**config.mk**
```make
export PLATFORM = sky130hd
export DESIGN_NAME = pipe_hazard_ctrl
export DESIGN_NICKNAME = d
export VERILOG_FILES = /design/src/rtl/cpu_ctrl_pkg.sv /design/src/rtl/hazard_perf_cnt.sv /design/src/rtl/pipe_hazard_ctrl.sv
export SDC_FILE = /design/constraint.sdc
export NUM_CORES = 1
export LEC_CHECK = 0
export CELL_PAD_IN_SITES_DETAIL_PLACEMENT = 0
export CELL_PAD_IN_SITES_GLOBAL_PLACEMENT = 1
export CORE_MARGIN = 5
export CORE_UTILIZATION = 38
export CTS_BUF_LIST = sky130_fd_sc_hd__clkbuf_2
export CTS_CLUSTER_DIAMETER = 80
export DETAILED_ROUTE_END_ITERATION = 12
export PLACE_DENSITY = 0.81
export SLEW_MARGIN = 20
export SYNTH_ARGS = -nofsm -noshare
export SYNTH_HDL_FRONTEND = slang
export SYNTH_SLANG_ARGS = --single-unit
```
**constraint.sdc**
```tcl
create_clock -name clk -period 5.7 [get_ports clk]
set_input_delay 1.71 -clock clk [delete_from_list [all_inputs] [get_ports clk]]
set_output_delay 1.71 -clock clk [all_outputs]
set_load 0.05 [all_outputs]
```
**src/rtl/cpu_ctrl_pkg.sv**
```systemverilog
// Shared types and constants for the pipeline control block.
// Encodings here are matched against decoder fields in EX and ID.
package cpu_ctrl_pkg;

  typedef enum logic [1:0] {
    RUN   = 2'd0,
    SLEEP = 2'd1,
    WAKE  = 2'd2
  } wfi_state_t;

  localparam logic [2:0] DM_READ_NONE = 3'd0;
  localparam logic [4:0] REG_X0       = 5'd0;

endpackage

```
**src/rtl/hazard_perf_cnt.sv**
```systemverilog
// Bank of free-running wrapping event counters, one enable per counter.
// Each counter advances by one on any cycle its enable is high.
module hazard_perf_cnt #(
  parameter int NUM_CNT = 2,
  parameter int CNT_W   = 32
) (
  input  logic                            clk,
  input  logic                            rst,
  input  logic [NUM_CNT-1:0]              inc,
  output logic [NUM_CNT-1:0][CNT_W-1:0]   cnt
);

  always_ff @(posedge clk or posedge rst) begin
    if (rst) begin
      cnt <= '0;
    end else begin
      for (int i = 0; i < NUM_CNT; i++) begin
        if (inc[i]) cnt[i] <= cnt[i] + 1'b1;
      end
    end
  end

endmodule

```
**src/rtl/pipe_hazard_ctrl.sv**
```systemverilog
// Pipeline flush/stall/wait controller: load-use, mispredict, DM wait with
// timeout, WFI sleep/wake, plus mispredict and stall-cycle counters.
module pipe_hazard_ctrl
  import cpu_ctrl_pkg::*;
#(
  parameter int DM_TIMEOUT = 255,
  parameter int CNT_W      = 32
) (
  input  logic             clk,
  input  logic             rst,
  input  logic [4:0]       id_rs1_index,
  input  logic [4:0]       id_rs2_index,
  input  logic             id_use_rs1,
  input  logic             id_use_rs2,
  input  logic [4:0]       ex_rd_index,
  input  logic [2:0]       ex_DM_read,
  input  logic             ex_wb_en,
  input  logic             ex_branch,
  input  logic             ex_pred_taken,
  input  logic             ex_br_taken,
  input  logic             ex_wfi,
  input  logic             irq_pending,
  input  logic             mem_dm_req,
  input  logic             dm_ready,
  output logic             stall,
  output logic             t_pnt,
  output logic             nt_pt,
  output logic             wait_DM1,
  output logic             wait_WFI,
  output logic             dm_timeout,
  output logic [CNT_W-1:0] mispredict_cnt,
  output logic [CNT_W-1:0] stall_cnt
);

  localparam int DMC_W = (DM_TIMEOUT < 1) ? 1 : $clog2(DM_TIMEOUT + 1);
  localparam logic [DMC_W-1:0] DMC_MAX = DMC_W'(DM_TIMEOUT);

  // ---- data-memory wait with forced release ----
  logic [DMC_W-1:0] dmcnt;
  logic             dm_stuck, dm_expire, dm_timeout_q;

  assign dm_stuck  = mem_dm_req & ~dm_ready;
  assign dm_expire = dm_stuck & (dmcnt == DMC_MAX);
  // Combinational outputs are forced low while reset is held so a sleeping
  // or stalled pipe releases immediately, without waiting for a clock.
  assign wait_DM1  = ~rst & dm_stuck & ~dm_expire;

  always_ff @(posedge clk or posedge rst) begin
    if (rst) begin
      dmcnt        <= '0;
      dm_timeout_q <= 1'b0;
    end else begin
      dmcnt        <= wait_DM1 ? dmcnt + 1'b1 : '0;
      dm_timeout_q <= dm_expire;
    end
  end

  assign dm_timeout = dm_timeout_q;

  // ---- WFI sleep/wake ----
  wfi_state_t wfi_state, wfi_state_nxt;
  logic       wfi_wait;

  always_ff @(posedge clk or posedge rst) begin
    if (rst) wfi_state <= RUN;
    else     wfi_state <= wfi_state_nxt;
  end

  always_comb begin
    wfi_state_nxt = wfi_state;
    wfi_wait      = 1'b0;
    unique case (wfi_state)
      RUN: begin
        wfi_wait = ex_wfi & ~irq_pending & ~wait_DM1;
        if (wfi_wait) wfi_state_nxt = SLEEP;
      end
      SLEEP: begin
        wfi_wait = 1'b1;
        if (irq_pending) wfi_state_nxt = WAKE;
      end
      // WFI is still sitting in EX here; ignoring it lets it retire.
      WAKE:    wfi_state_nxt = RUN;
      default: wfi_state_nxt = RUN;
    endcase
  end

  assign wait_WFI = ~rst & wfi_wait;

  logic waiting;
  assign waiting = wait_DM1 | wait_WFI;

  // ---- branch resolution; a held branch flushes on the first free cycle ----
  logic br_live;
  assign br_live = ~rst & ex_branch & ~waiting;
  assign t_pnt   = br_live &  ex_pred_taken & ~ex_br_taken;
  assign nt_pt   = br_live & ~ex_pred_taken &  ex_br_taken;

  // ---- load-use; a flush wins because the ID instruction is wrong-path ----
  logic ex_is_ld, rs1_hit, rs2_hit, ld_use;
  assign ex_is_ld = (ex_DM_read != DM_READ_NONE) & ex_wb_en & (ex_rd_index != REG_X0);
  assign rs1_hit  = id_use_rs1 & (id_rs1_index == ex_rd_index);
  assign rs2_hit  = id_use_rs2 & (id_rs2_index == ex_rd_index);
  assign ld_use   = ex_is_ld & (rs1_hit | rs2_hit);
  assign stall    = ~rst & ld_use & ~waiting & ~t_pnt & ~nt_pt;

  // ---- performance counters: [0] mispredicts, [1] lost cycles ----
  logic [1:0]            cnt_inc;
  logic [1:0][CNT_W-1:0] cnt_val;

  assign cnt_inc = {stall | waiting, t_pnt | nt_pt};

  hazard_perf_cnt #(
    .NUM_CNT (2),
    .CNT_W   (CNT_W)
  ) u_perf (
    .clk (clk),
    .rst (rst),
    .inc (cnt_inc),
    .cnt (cnt_val)
  );

  assign mispredict_cnt = cnt_val[0];
  assign stall_cnt      = cnt_val[1];

endmodule

```
# After elaboration in Yosys (flattened, before gate mapping)
# Cells that the tools add are included.
# W data, S select, Z words.
[totals] regBits=75 input_bits=30 output_inout_bits=70 wordCells=59
[op_classes] add_sub_neg=3 eq_ne=6 muxes=5 bitwise=36 reduce_logical=4
[ops] op="$add A32 B1 Y32 const B" n=2
[ops] op="$and A1 B1 Y1" n=22
[ops] op="$eq A5 B5 Y1" n=2
[ops] op="$not A1 Y1" n=10
[ops] op="$add A8 B1 Y8 const B" n=1
[ops] op="$eq A8 B8 Y1 const B" n=1
[ops] op="$mux W8" n=1
[ops] op="$reduce_bool A5 Y1" n=1
[ops] op="$mux W2" n=2
[ops] op="$ne A2 B2 Y1 const B" n=2
[ops] op="$or A1 B1 Y1" n=4
[ops] op="$pmux W2 S2" n=1
[ops] op="$reduce_bool A3 Y1" n=1
[ops] op="$eq A2 B1 Y1 const B" n=1
[ops] op="$logic_not A2 Y1" n=1
[ops] op="$pmux W1 S2" n=1
[ops] op="$reduce_and A2 Y1" n=1

# Logic depth before layout (Yosys ltp)
# Gate-level depths: netlist of run 1.
[logic_depth] depth_word=18 mapped_depth=8 depth_no_buf=6

# Cells and area by module
# From an unflattened synthesis of run 1, not the netlist that was laid out.
[unflattened] hier_cells=320 area_unflattened_um2=3579.7
[modules_own_cells] mod="hazard_perf_cnt" instances=1 cells_each=246 area_each_um2=2851.5 seq_area_each_um2=1601.5
[modules_own_cells] mod="pipe_hazard_ctrl" instances=1 cells_each=74 area_each_um2=728.2 seq_area_each_um2=275.3

# Worst setup path before layout of run 1
# No wires, ideal clock.
[synth_path] path_type="input-to-output" from="input rst" to="output wait_DM1" arrival_ps=3971 required_time_ps=3990 path_slack_ps=19 cell_stages=4 path_buffers=1 cell_sequence="inv_1 nand2b_1 clkbuf_1 inv_1"
[synth_between] elab_chain_cells=3
[synth_rtl] element="from (decl)" line_no="pipe_hazard_ctrl.sv:10" rtl="input logic rst,"
[synth_rtl] element="$not A1 Y1" line_no="pipe_hazard_ctrl.sv:46" rtl="assign wait_DM1 = ~rst & dm_stuck & ~dm_expire;"
[synth_rtl] element="$and A1 B1 Y1 (2 in a row)" line_no="pipe_hazard_ctrl.sv:46"
[synth_rtl] element="to (decl)" line_no="pipe_hazard_ctrl.sv:28" rtl="output logic wait_DM1,"
# No other way between the ends.

# Final worst setup path of run 1
[layout_path] from="input ex_rd_index[2]" to="output stall"
[layout_between] elab_chain_cells=8 word_cells_on_any_way=12 cone_classes="eq/ne: 2; bitwise: 9; reduce/logical: 1"
[layout_rtl] element="from (decl)" line_no="pipe_hazard_ctrl.sv:15" rtl="input logic [4:0] ex_rd_index,"
[layout_rtl] element="$eq A5 B5 Y1 (on tied branches)" line_no="pipe_hazard_ctrl.sv:101, pipe_hazard_ctrl.sv:102"
[layout_rtl] element="$and A1 B1 Y1 (on tied branches)" line_no="pipe_hazard_ctrl.sv:101, pipe_hazard_ctrl.sv:102"
[layout_rtl] element="$or A1 B1 Y1" line_no="pipe_hazard_ctrl.sv:103" rtl="assign ld_use = ex_is_ld & (rs1_hit | rs2_hit);"
[layout_rtl] element="$and A1 B1 Y1 *" line_no="pipe_hazard_ctrl.sv:103"
[layout_rtl] element="$and A1 B1 Y1 * (4 in a row)" line_no="pipe_hazard_ctrl.sv:104" rtl="assign stall = ~rst & ld_use & ~waiting & ~t_pnt & ~nt_pt;"
[layout_rtl] element="to (decl)" line_no="pipe_hazard_ctrl.sv:25" rtl="output logic stall,"
# Every way passes the cells marked *; elsewhere a longest branch is shown, timed or not.

==> results of run 1 <==
==> area by class of cell <==
class / count / area (sq um)
Clock buffer: 9 / 45.0
Clock inverter: 7 / 91.3
Inverter: 3 / 12.5
Fill cell: 894 / 4640
Multi-Input combinational cell: 255 / 1770
Tap cell: 133 / 166
Timing Repair Buffer: 102 / 1040
Sequential cell: 75 / 1880
==> cells in the final DEF (no fill, tap or decap), types with 2 or more instances in the layout <==
| cell type | count |
|---|---|
| ha_1 | 3 |
| nand3_1 | 22 |
| nor3_2 | 2 |
| and4b_1 | 2 |
| xnor2_1 | 35 |
| nand2_1 | 32 |
| nand4_1 | 14 |
| nor2b_1 | 2 |
| clkdlybuf4s50_1 | 94 |
| nor4_1 | 5 |
| nor2_1 | 25 |
| buf_12 | 3 |
| and2_1 | 5 |
| and3_1 | 12 |
| a21oi_1 | 2 |
| nor3b_1 | 3 |
| inv_1 | 2 |
| and3b_1 | 2 |
| clkbuf_2 | 9 |
| mux2_2 | 2 |
| dfrtp_1 | 75 |
| and4_1 | 5 |
| xor2_1 | 44 |
| clkinv_2 | 3 |
| buf_4 | 5 |
| nand2b_1 | 3 |
| bufinv_16 | 2 |
| nor3_1 | 16 |
==> flip-flops by register name, summed over array words and instances, names as in the netlist <==
signal / count
dmcnt: 8
dm_timeout: 1
wfi_state: 2
u_perf.cnt: 64
==> cells by family after synthesis <==
logic type | after synthesis | synth area share (%)
AOI/OAI and AO/OA | 9 | 2.26
xor gates and xnor gates | 79 | 18.7
adders and majority gates | 3 | 1.01
buffers and inverters | 14 | 1.75
DFF | 75 | 50.6
muxes | 2 | 0.607
and+or+nand+nor | 162 | 25.1
==> metal layers <==
layer | GRT usage (%) | vias to the layer above
li1 | - | 1384
met1 | 18.6 | 1392
met2 | 23.5 | 88
met3 | 4.50 | 8
met4 | 3.79 | 0
met5 | 0 | -
==> worst paths after layout <==
| kind | startpoint | endpoint | cells after the start |
|---|---|---|---|
| setup / recovery | ex_rd_index[2] | stall | 6 |
| hold / removal | wfi_state[1] | wfi_state[0] | 1 |
| setup reg to reg | dmcnt[0] | u_perf.cnt[33] | 6 |
| hold reg to reg | wfi_state[1] | wfi_state[0] | 1 |
| max in group asynchronous | rst | u_perf.cnt[30] | 3 |
| min in group asynchronous | rst | u_perf.cnt[34] | 3 |
==> cells in the mapped netlist, drive strengths merged <==
library cell  count
o31ai             1
xor2             44
o22ai             1
nand3            23
xnor2            35
o21bai            1
nor3b             4
a21oi             2
or3               1
clkbuf            6
and4bb            1
mux2              2
nand2b            3
and4b             2
a31oi             2
nor2             25
and3             13
buf               5
nor2b             2
nor4              6
dfrtp            75
ha                3
or2               2
nand2            32
a2111oi           1
and3b             2
nor3             18
inv               3
nand4            14
nor4b             2
a41o              1
and2              6
and4              6
==> power by group through the flow <==
stage	sequential (W)	clock, W	combinational (W)
after floorplan	0.000780	0	0.000101
after global placement	0.000642	0	0.000380
after detailed placement	0.000644	0	0.000383
after CTS	0.000635	0.000350	0.000384
after global routing	0.000642	0.000372	0.000403
final	0.000633	0.000339	0.000378
==> metrics by stage <==
stage               total power [W]  hold WS (ns)
finish                      0.00135         0.460
global route                0.00142         0.494
CTS                         0.00137         0.466
detailed placement          0.00103         0.449
global placement            0.00102         0.432
floorplan                  0.000880         0.418
==> impl_metrics.prom, run 1 <==
# TYPE chip_impl_metric gauge
chip_impl_metric{name="synthesis.yosys.warnings",unit=""} 0
chip_impl_metric{name="clock.fmax",unit="MHz"} 200
chip_impl_metric{name="route.detailed.drc",unit=""} 0
chip_impl_metric{name="synthesis.nets",unit=""} 377
chip_impl_metric{name="leakage_component_of_the_power",unit="nW"} 2.20
chip_impl_metric{name="ys_seq_elements",unit=""} 75
chip_impl_metric{name="ys_seq_area_share",unit="%"} 50.6
chip_impl_info{name="synth_top_cell_by_area",value="dfrtp_1"} 1
chip_impl_metric{name="num_rows",unit=""} 36
chip_impl_metric{name="share_comb_of_total_power",unit="%"} 28.0
chip_impl_metric{name="design.final.nets",unit=""} 479
chip_impl_metric{name="final.setup.worst_slack",unit="ns"} 0.700
chip_impl_metric{name="num_clock_sinks",unit=""} 75
chip_impl_metric{name="hold_viol",unit=""} 0
chip_impl_info{name="critical_path_type",value="input pin to primary output"} 1
chip_impl_metric{name="synthToLayoutAreaGrowth",unit="%"} 34.7
chip_impl_info{name="clock-root-buffer",value="clkbuf_2"} 1
chip_impl_metric{name="power.internal",unit="W"} 0.000860
chip_impl_info{name="setup_repair_after_global_routing_missed_its_margin",value="false"} 1
chip_impl_metric{name="cts.reportedPaths.clkPinSlew",unit="ns"} 0.19
chip_impl_info{name="critPathSlowestCell",value="clkdlybuf4s50_1"} 1
chip_impl_metric{name="cts.htree.levels",unit=""} 3
chip_impl_info{name="hold_path.class",value="flop to flop"} 1
chip_impl_metric{name="post-route-period-util",unit="%"} 87.7
chip_impl_metric{name="finalWeightedCongestion",unit=""} 0.759
chip_impl_metric{name="diodes",unit=""} 0
chip_impl_metric{name="maxSlewHeadroom",unit="%"} 37.3
chip_impl_info{name="largest_delay_share_family_worst_path",value="buffers and inverters"} 1
chip_impl_metric{name="critPathArrivalTime",unit="ns"} 3.29
chip_impl_metric{name="ff2ff_setup_slack",unit="ns"} 3.31
chip_impl_metric{name="final-instance-count-excl-fill",unit=""} 584
chip_impl_metric{name="drt_pass1_iterations",unit=""} 6
chip_impl_info{name="cts_tree",value="built"} 1
chip_impl_metric{name="cp_num_buf_inv",unit=""} 2
chip_impl_metric{name="holdBufCountCts",unit=""} 0
chip_impl_metric{name="drt_iter0_drc",unit=""} 86
chip_impl_metric{name="grtUsageTotal",unit="%"} 14.4
chip_impl_metric{name="placed_cells_incl_taps",unit=""} 568
chip_impl_metric{name="floorplan.initialDensity",unit="%"} 38.5
chip_impl_metric{name="cts_resized",unit=""} 0
chip_impl_metric{name="power.switching",unit="W"} 0.000491
chip_impl_metric{name="timing_worst_slew_pin_value",unit="ns"} 0.937
chip_impl_metric{name="timing.max_cap.violations",unit=""} 0
chip_impl_metric{name="global_route_wire_length_before_repair",unit="microns"} 13600
chip_impl_metric{name="avgRoutedWirePerCell",unit="microns"} 14.0
chip_impl_metric{name="vias",unit=""} 2872
chip_impl_metric{name="core",unit="sq um"} 9640
chip_impl_metric{name="post_synth_num_cell_types",unit=""} 44
chip_impl_metric{name="clock_path_buffers",unit=""} 2
chip_impl_metric{name="detailroute.wirelength.met2",unit="microns"} 3790
chip_impl_metric{name="power.share.sequential",unit="%"} 46.9
chip_impl_metric{name="cts_made_buffers",unit=""} 9
chip_impl_info{name="highest_layer",value="met4"} 1
chip_impl_metric{name="dpl_worst_slack",unit="ns"} 0.694
chip_impl_metric{name="clockPowerShare",unit="%"} 25.1
chip_impl_info{name="critPathCaptureType",value="primary output"} 1
chip_impl_metric{name="finalSetupViolCount",unit=""} 0
chip_impl_metric{name="die_height",unit="microns"} 109
chip_impl_metric{name="io_buffers",unit=""} 99
chip_impl_info{name="timing.critical_path.from_type",value="input pin"} 1
chip_impl_metric{name="netlist.area_leader.share",unit="%"} 50.6
chip_impl_metric{name="floorplan.io_pins",unit=""} 100
chip_impl_metric{name="detailed_place.area",unit="sq um"} 4860
chip_impl_metric{name="buffer_count_from_post_cts_setup_fixing",unit=""} 0
chip_impl_metric{name="dieWidth",unit="microns"} 109
chip_impl_metric{name="antenna_found_initial",unit=""} 0
chip_impl_metric{name="detailroute.wirelength.met3",unit="microns"} 596
chip_impl_metric{name="grt_remaining_overflow",unit=""} 0
chip_impl_metric{name="syn_area",unit="sq um"} 3710
chip_impl_metric{name="drtAntennaViolNets",unit=""} 0
chip_impl_metric{name="max-vdd-ir-drop",unit="V"} 0.000253
chip_impl_metric{name="setup_tns",unit="ns"} 0
chip_impl_info{name="crit_path_cell_trace",value="clkdlybuf4s50_1, xnor2_1, nand4_1, o22ai_1, and4_1, buf_12"} 1
chip_impl_metric{name="clk-insertion-delay-late",unit="ns"} 0.50
chip_impl_metric{name="power_density",unit="nW/um^2"} 270
chip_impl_info{name="ys_top_cells_by_area",value="dfrtp_1, xor2_1, xnor2_1"} 1
chip_impl_metric{name="fp.dieArea",unit="sq um"} 11800
chip_impl_metric{name="switching_share",unit="%"} 36.4
chip_impl_metric{name="largest_net_degree_at_the_start_of_global_routing",unit=""} 76
chip_impl_metric{name="layout-drive-gt1-share",unit="%"} 8.65
chip_impl_metric{name="final.setup_skew",unit="ns"} 0.0338
chip_impl_metric{name="data_required_time_at_the_worst_endpoint",unit="ns"} 3.99
chip_impl_metric{name="worst_path_largest_cell_delay",unit="ns"} 0.53
chip_impl_metric{name="timing.final.crit_period",unit="ns"} 5.00
chip_impl_metric{name="layout.core_utilization",unit="%"} 51.9
chip_impl_metric{name="layout.cell_area.non_filler",unit="sq um"} 5000
chip_impl_metric{name="vias_in_the_first_global_route",unit=""} 2839
chip_impl_metric{name="critical_path_peak_fanout",unit=""} 3
chip_impl_info{name="status",value="complete, no violations"} 1
chip_impl_metric{name="synthesis.area_per_instance",unit="sq um"} 10.8
chip_impl_metric{name="synthCells",unit=""} 344
chip_impl_metric{name="avgViaCountPerCell",unit=""} 4.92
chip_impl_metric{name="routed_met1_length",unit="microns"} 3700
chip_impl_metric{name="finalMaxSlewViolations",unit=""} 0
chip_impl_metric{name="totalWireLength",unit="microns"} 8170
chip_impl_metric{name="post-dp-hpwl",unit="microns"} 6130
Note: power is estimated with default switching activity, not from simulation.
==> inputs of run 2 (changes only) <==
- CELL_PAD_IN_SITES_DETAIL_PLACEMENT: 0 -> default
- CELL_PAD_IN_SITES_GLOBAL_PLACEMENT: 1 -> default
- CORE_UTILIZATION: 38 -> 50
- PLACE_DENSITY: 0.81 -> 0.82
- SETUP_SLACK_MARGIN: default -> 0.4
- TNS_END_PERCENT: default -> 30
==> run 2 against run 1 <==
  * Final cell count fell by 5.8%
  * Fmax is 0.76% lower
  * Sequential cell count did not move
  * First-iteration DRC count decreased by 14%
  * Utilization is 17 points higher
  * Global-route usage grew 4.7 points
  * Non-clock buffer count is the same
  * Hold slack improved by 0.0078 ns
  * Die area down 22%
  * Largest cell class unchanged
  * Highest routed layer unchanged
==> impl_metrics.prom, run 2 (synthesis results as in run 1) <==
# TYPE chip_impl_metric gauge
chip_impl_info{name="layout_commonest_cell",value="clkdlybuf4s50_1"} 1
chip_impl_metric{name="cts.htree.levels",unit=""} 3
chip_impl_info{name="cts_tree",value="built"} 1
chip_impl_metric{name="cp_num_buf_inv",unit=""} 2
chip_impl_metric{name="max-vdd-ir-drop",unit="V"} 0.000264
chip_impl_metric{name="finalSetupViolCount",unit=""} 0
chip_impl_metric{name="die_height",unit="microns"} 96.1
chip_impl_info{name="largest_delay_share_family_worst_path",value="buffers and inverters"} 1
chip_impl_metric{name="floorplan.initialDensity",unit="%"} 51.1
chip_impl_metric{name="hold_viol",unit=""} 0
chip_impl_metric{name="dieWidth",unit="microns"} 96.1
chip_impl_metric{name="cts.reportedPaths.clkPinSlew",unit="ns"} 0.22
chip_impl_metric{name="vias_in_the_first_global_route",unit=""} 2811
chip_impl_metric{name="diodes",unit=""} 0
chip_impl_info{name="reg_top3",value="u_perf.cnt (64), dmcnt (8), wfi_state (2)"} 1
chip_impl_metric{name="layout-drive-gt1-share",unit="%"} 8.65
chip_impl_metric{name="cts_resized",unit=""} 0
chip_impl_metric{name="final-instance-count-excl-fill",unit=""} 550
chip_impl_metric{name="fp.dieArea",unit="sq um"} 9240
chip_impl_metric{name="synthToLayoutAreaGrowth",unit="%"} 33.7
chip_impl_metric{name="num_rows",unit=""} 31
chip_impl_info{name="hold_path.class",value="flop to flop"} 1
chip_impl_info{name="clock-root-buffer",value="clkbuf_2"} 1
chip_impl_metric{name="num_clock_sinks",unit=""} 75
chip_impl_info{name="critPathCaptureType",value="primary output"} 1
chip_impl_metric{name="drt_iter0_drc",unit=""} 74
chip_impl_metric{name="core",unit="sq um"} 7250
chip_impl_metric{name="avgRoutedWirePerCell",unit="microns"} 15.2
chip_impl_info{name="timing.critical_path.from_type",value="input pin"} 1
chip_impl_info{name="critical_path_type",value="input pin to primary output"} 1
chip_impl_metric{name="placed_cells_incl_taps",unit=""} 534
chip_impl_info{name="status",value="complete, no violations"} 1
chip_impl_metric{name="final.setup.worst_slack",unit="ns"} 0.661
chip_impl_info{name="largest_register",value="u_perf.cnt"} 1
chip_impl_metric{name="route.detailed.drc",unit=""} 0
chip_impl_metric{name="post-route-period-util",unit="%"} 88.4
chip_impl_metric{name="largest_net_degree_at_the_start_of_global_routing",unit=""} 79
chip_impl_metric{name="grt_remaining_overflow",unit=""} 0
chip_impl_metric{name="critPathArrivalTime",unit="ns"} 3.33
chip_impl_metric{name="buffer_count_from_post_cts_setup_fixing",unit=""} 0
chip_impl_metric{name="clk-insertion-delay-late",unit="ns"} 0.50
chip_impl_metric{name="floorplan.io_pins",unit=""} 100
chip_impl_metric{name="avgViaCountPerCell",unit=""} 5.27
chip_impl_metric{name="dpl_worst_slack",unit="ns"} 0.671
chip_impl_metric{name="data_required_time_at_the_worst_endpoint",unit="ns"} 3.99
chip_impl_metric{name="io_buffers",unit=""} 99
chip_impl_metric{name="timing.final.crit_period",unit="ns"} 5.04
chip_impl_metric{name="setup_tns",unit="ns"} 0
chip_impl_metric{name="drt_pass1_iterations",unit=""} 5
chip_impl_info{name="crit_path_cell_trace",value="clkdlybuf4s50_1, xnor2_1, nand4_1, o22ai_1, and4_1, buf_12"} 1
chip_impl_info{name="critPathSlowestCell",value="clkdlybuf4s50_1"} 1
chip_impl_metric{name="holdBufCountCts",unit=""} 0
chip_impl_metric{name="design.final.nets",unit=""} 479
chip_impl_metric{name="power_density",unit="nW/um^2"} 271
chip_impl_metric{name="drtAntennaViolNets",unit=""} 0
chip_impl_metric{name="vias",unit=""} 2897
chip_impl_metric{name="clock_path_buffers",unit=""} 2
chip_impl_metric{name="worst_path_largest_cell_delay",unit="ns"} 0.54
chip_impl_metric{name="timing_worst_slew_pin_value",unit="ns"} 0.969
chip_impl_metric{name="global_route_wire_length_before_repair",unit="microns"} 13800
chip_impl_metric{name="post-dp-hpwl",unit="microns"} 6230
chip_impl_metric{name="antenna_found_initial",unit=""} 0
chip_impl_metric{name="finalWeightedCongestion",unit=""} 0.814
chip_impl_metric{name="timing.max_cap.violations",unit=""} 0
chip_impl_metric{name="cts_made_buffers",unit=""} 9
chip_impl_metric{name="final.setup_skew",unit="ns"} 0.0375
chip_impl_metric{name="maxSlewHeadroom",unit="%"} 35.4
chip_impl_info{name="setup_repair_after_global_routing_missed_its_margin",value="false"} 1
chip_impl_metric{name="critical_path_peak_fanout",unit=""} 3
chip_impl_metric{name="finalMaxSlewViolations",unit=""} 0
chip_impl_metric{name="leakage_component_of_the_power",unit="nW"} 2.19
chip_impl_metric{name="p_total",unit="W"} 0.00135
chip_impl_metric{name="clock.fmax",unit="MHz"} 198
chip_impl_info{name="most-common-layout-cells",value="clkdlybuf4s50_1, dfrtp_1, xor2_1, xnor2_1, nand2_1"} 1
chip_impl_metric{name="grtUsageTotal",unit="%"} 19.2
chip_impl_metric{name="largest_register_ff_count",unit=""} 64
chip_impl_metric{name="fillers",unit=""} 567
chip_impl_metric{name="totalWireLength",unit="microns"} 8380
[run 2: cell count changes in the layout (fill, tap and decap cells not counted)]
cell        before  now
clkinv_2         3    1
clkinvlp_4       0    3
inv_6            1    0
[run 2: path summary, 6_finish.rpt]
path	startpoint	endpoint	slack (ns)	cells after the start
setup / recovery	ex_rd_index[1]	stall	0.66	6
hold / removal	wfi_state[1]	wfi_state[0]	0.47	1
setup reg to reg	dmcnt[2]	u_perf.cnt[33]	3.33	6
hold reg to reg	wfi_state[1]	wfi_state[0]	0.47	1
max in group asynchronous	rst	u_perf.cnt[0]	2.95	3
min in group asynchronous	rst	wfi_state[1]	2.10	3
[run 2: metrics by stage]
stage | area [sq um] | util (%) | hold WS, ns
6_report | 4960 | 68.4 | 0.468
5_1_grt | 4960 | 68.4 | 0.497
4_1_cts | 4960 | 68.4 | 0.467
3_5_place_dp | 4820 | 66.5 | 0.448
3_3_place_gp | 4820 | 66.5 | 0.442
2_1_floorplan | 3710 | - | 0.418
[run 2: worst register-to-register path, stage by stage (launching register included)]
cell,delay [ns]
dfrtp_1,0.46
and4_1,0.29
a41o_1,0.29
nand2_1,0.14
a31oi_4,0.66
nor2_1,0.17
mux2_2,0.31
[run 2: layer usage]
layer  global-route usage, %  wire [microns]
met1                    24.7            3460
met2                    31.5            4130
met3                    4.38             657
met4                    6.99             129
met5                       0               0
[run 2: layout make-up]
| cell class | instances | area [sq um] | area share [%] |
|---|---|---|---|
| Sequential cell | 75 | 1880 | 37.8 |
| Multi-Input combinational cell | 255 | 1770 | 35.6 |
| Timing Repair Buffer | 102 | 1040 | 20.9 |
| Tap cell | 99 | 124 | 2.50 |
| Clock inverter | 7 | 92.6 | 1.87 |
| Clock buffer | 9 | 45.0 | 0.908 |
| Inverter | 3 | 15.0 | 0.303 |
[run 2: power by group]
part / total, W / switching (W) / leakage, nW / internal (W)
registers: 0.000632 / 0.0000566 / 1.01 / 0.000576
clock network: 0.000335 / 0.000191 / 0.0755 / 0.000143
logic: 0.000379 / 0.000240 / 1.10 / 0.000139
total: 0.00135 / 0.000488 / 2.19 / 0.000858
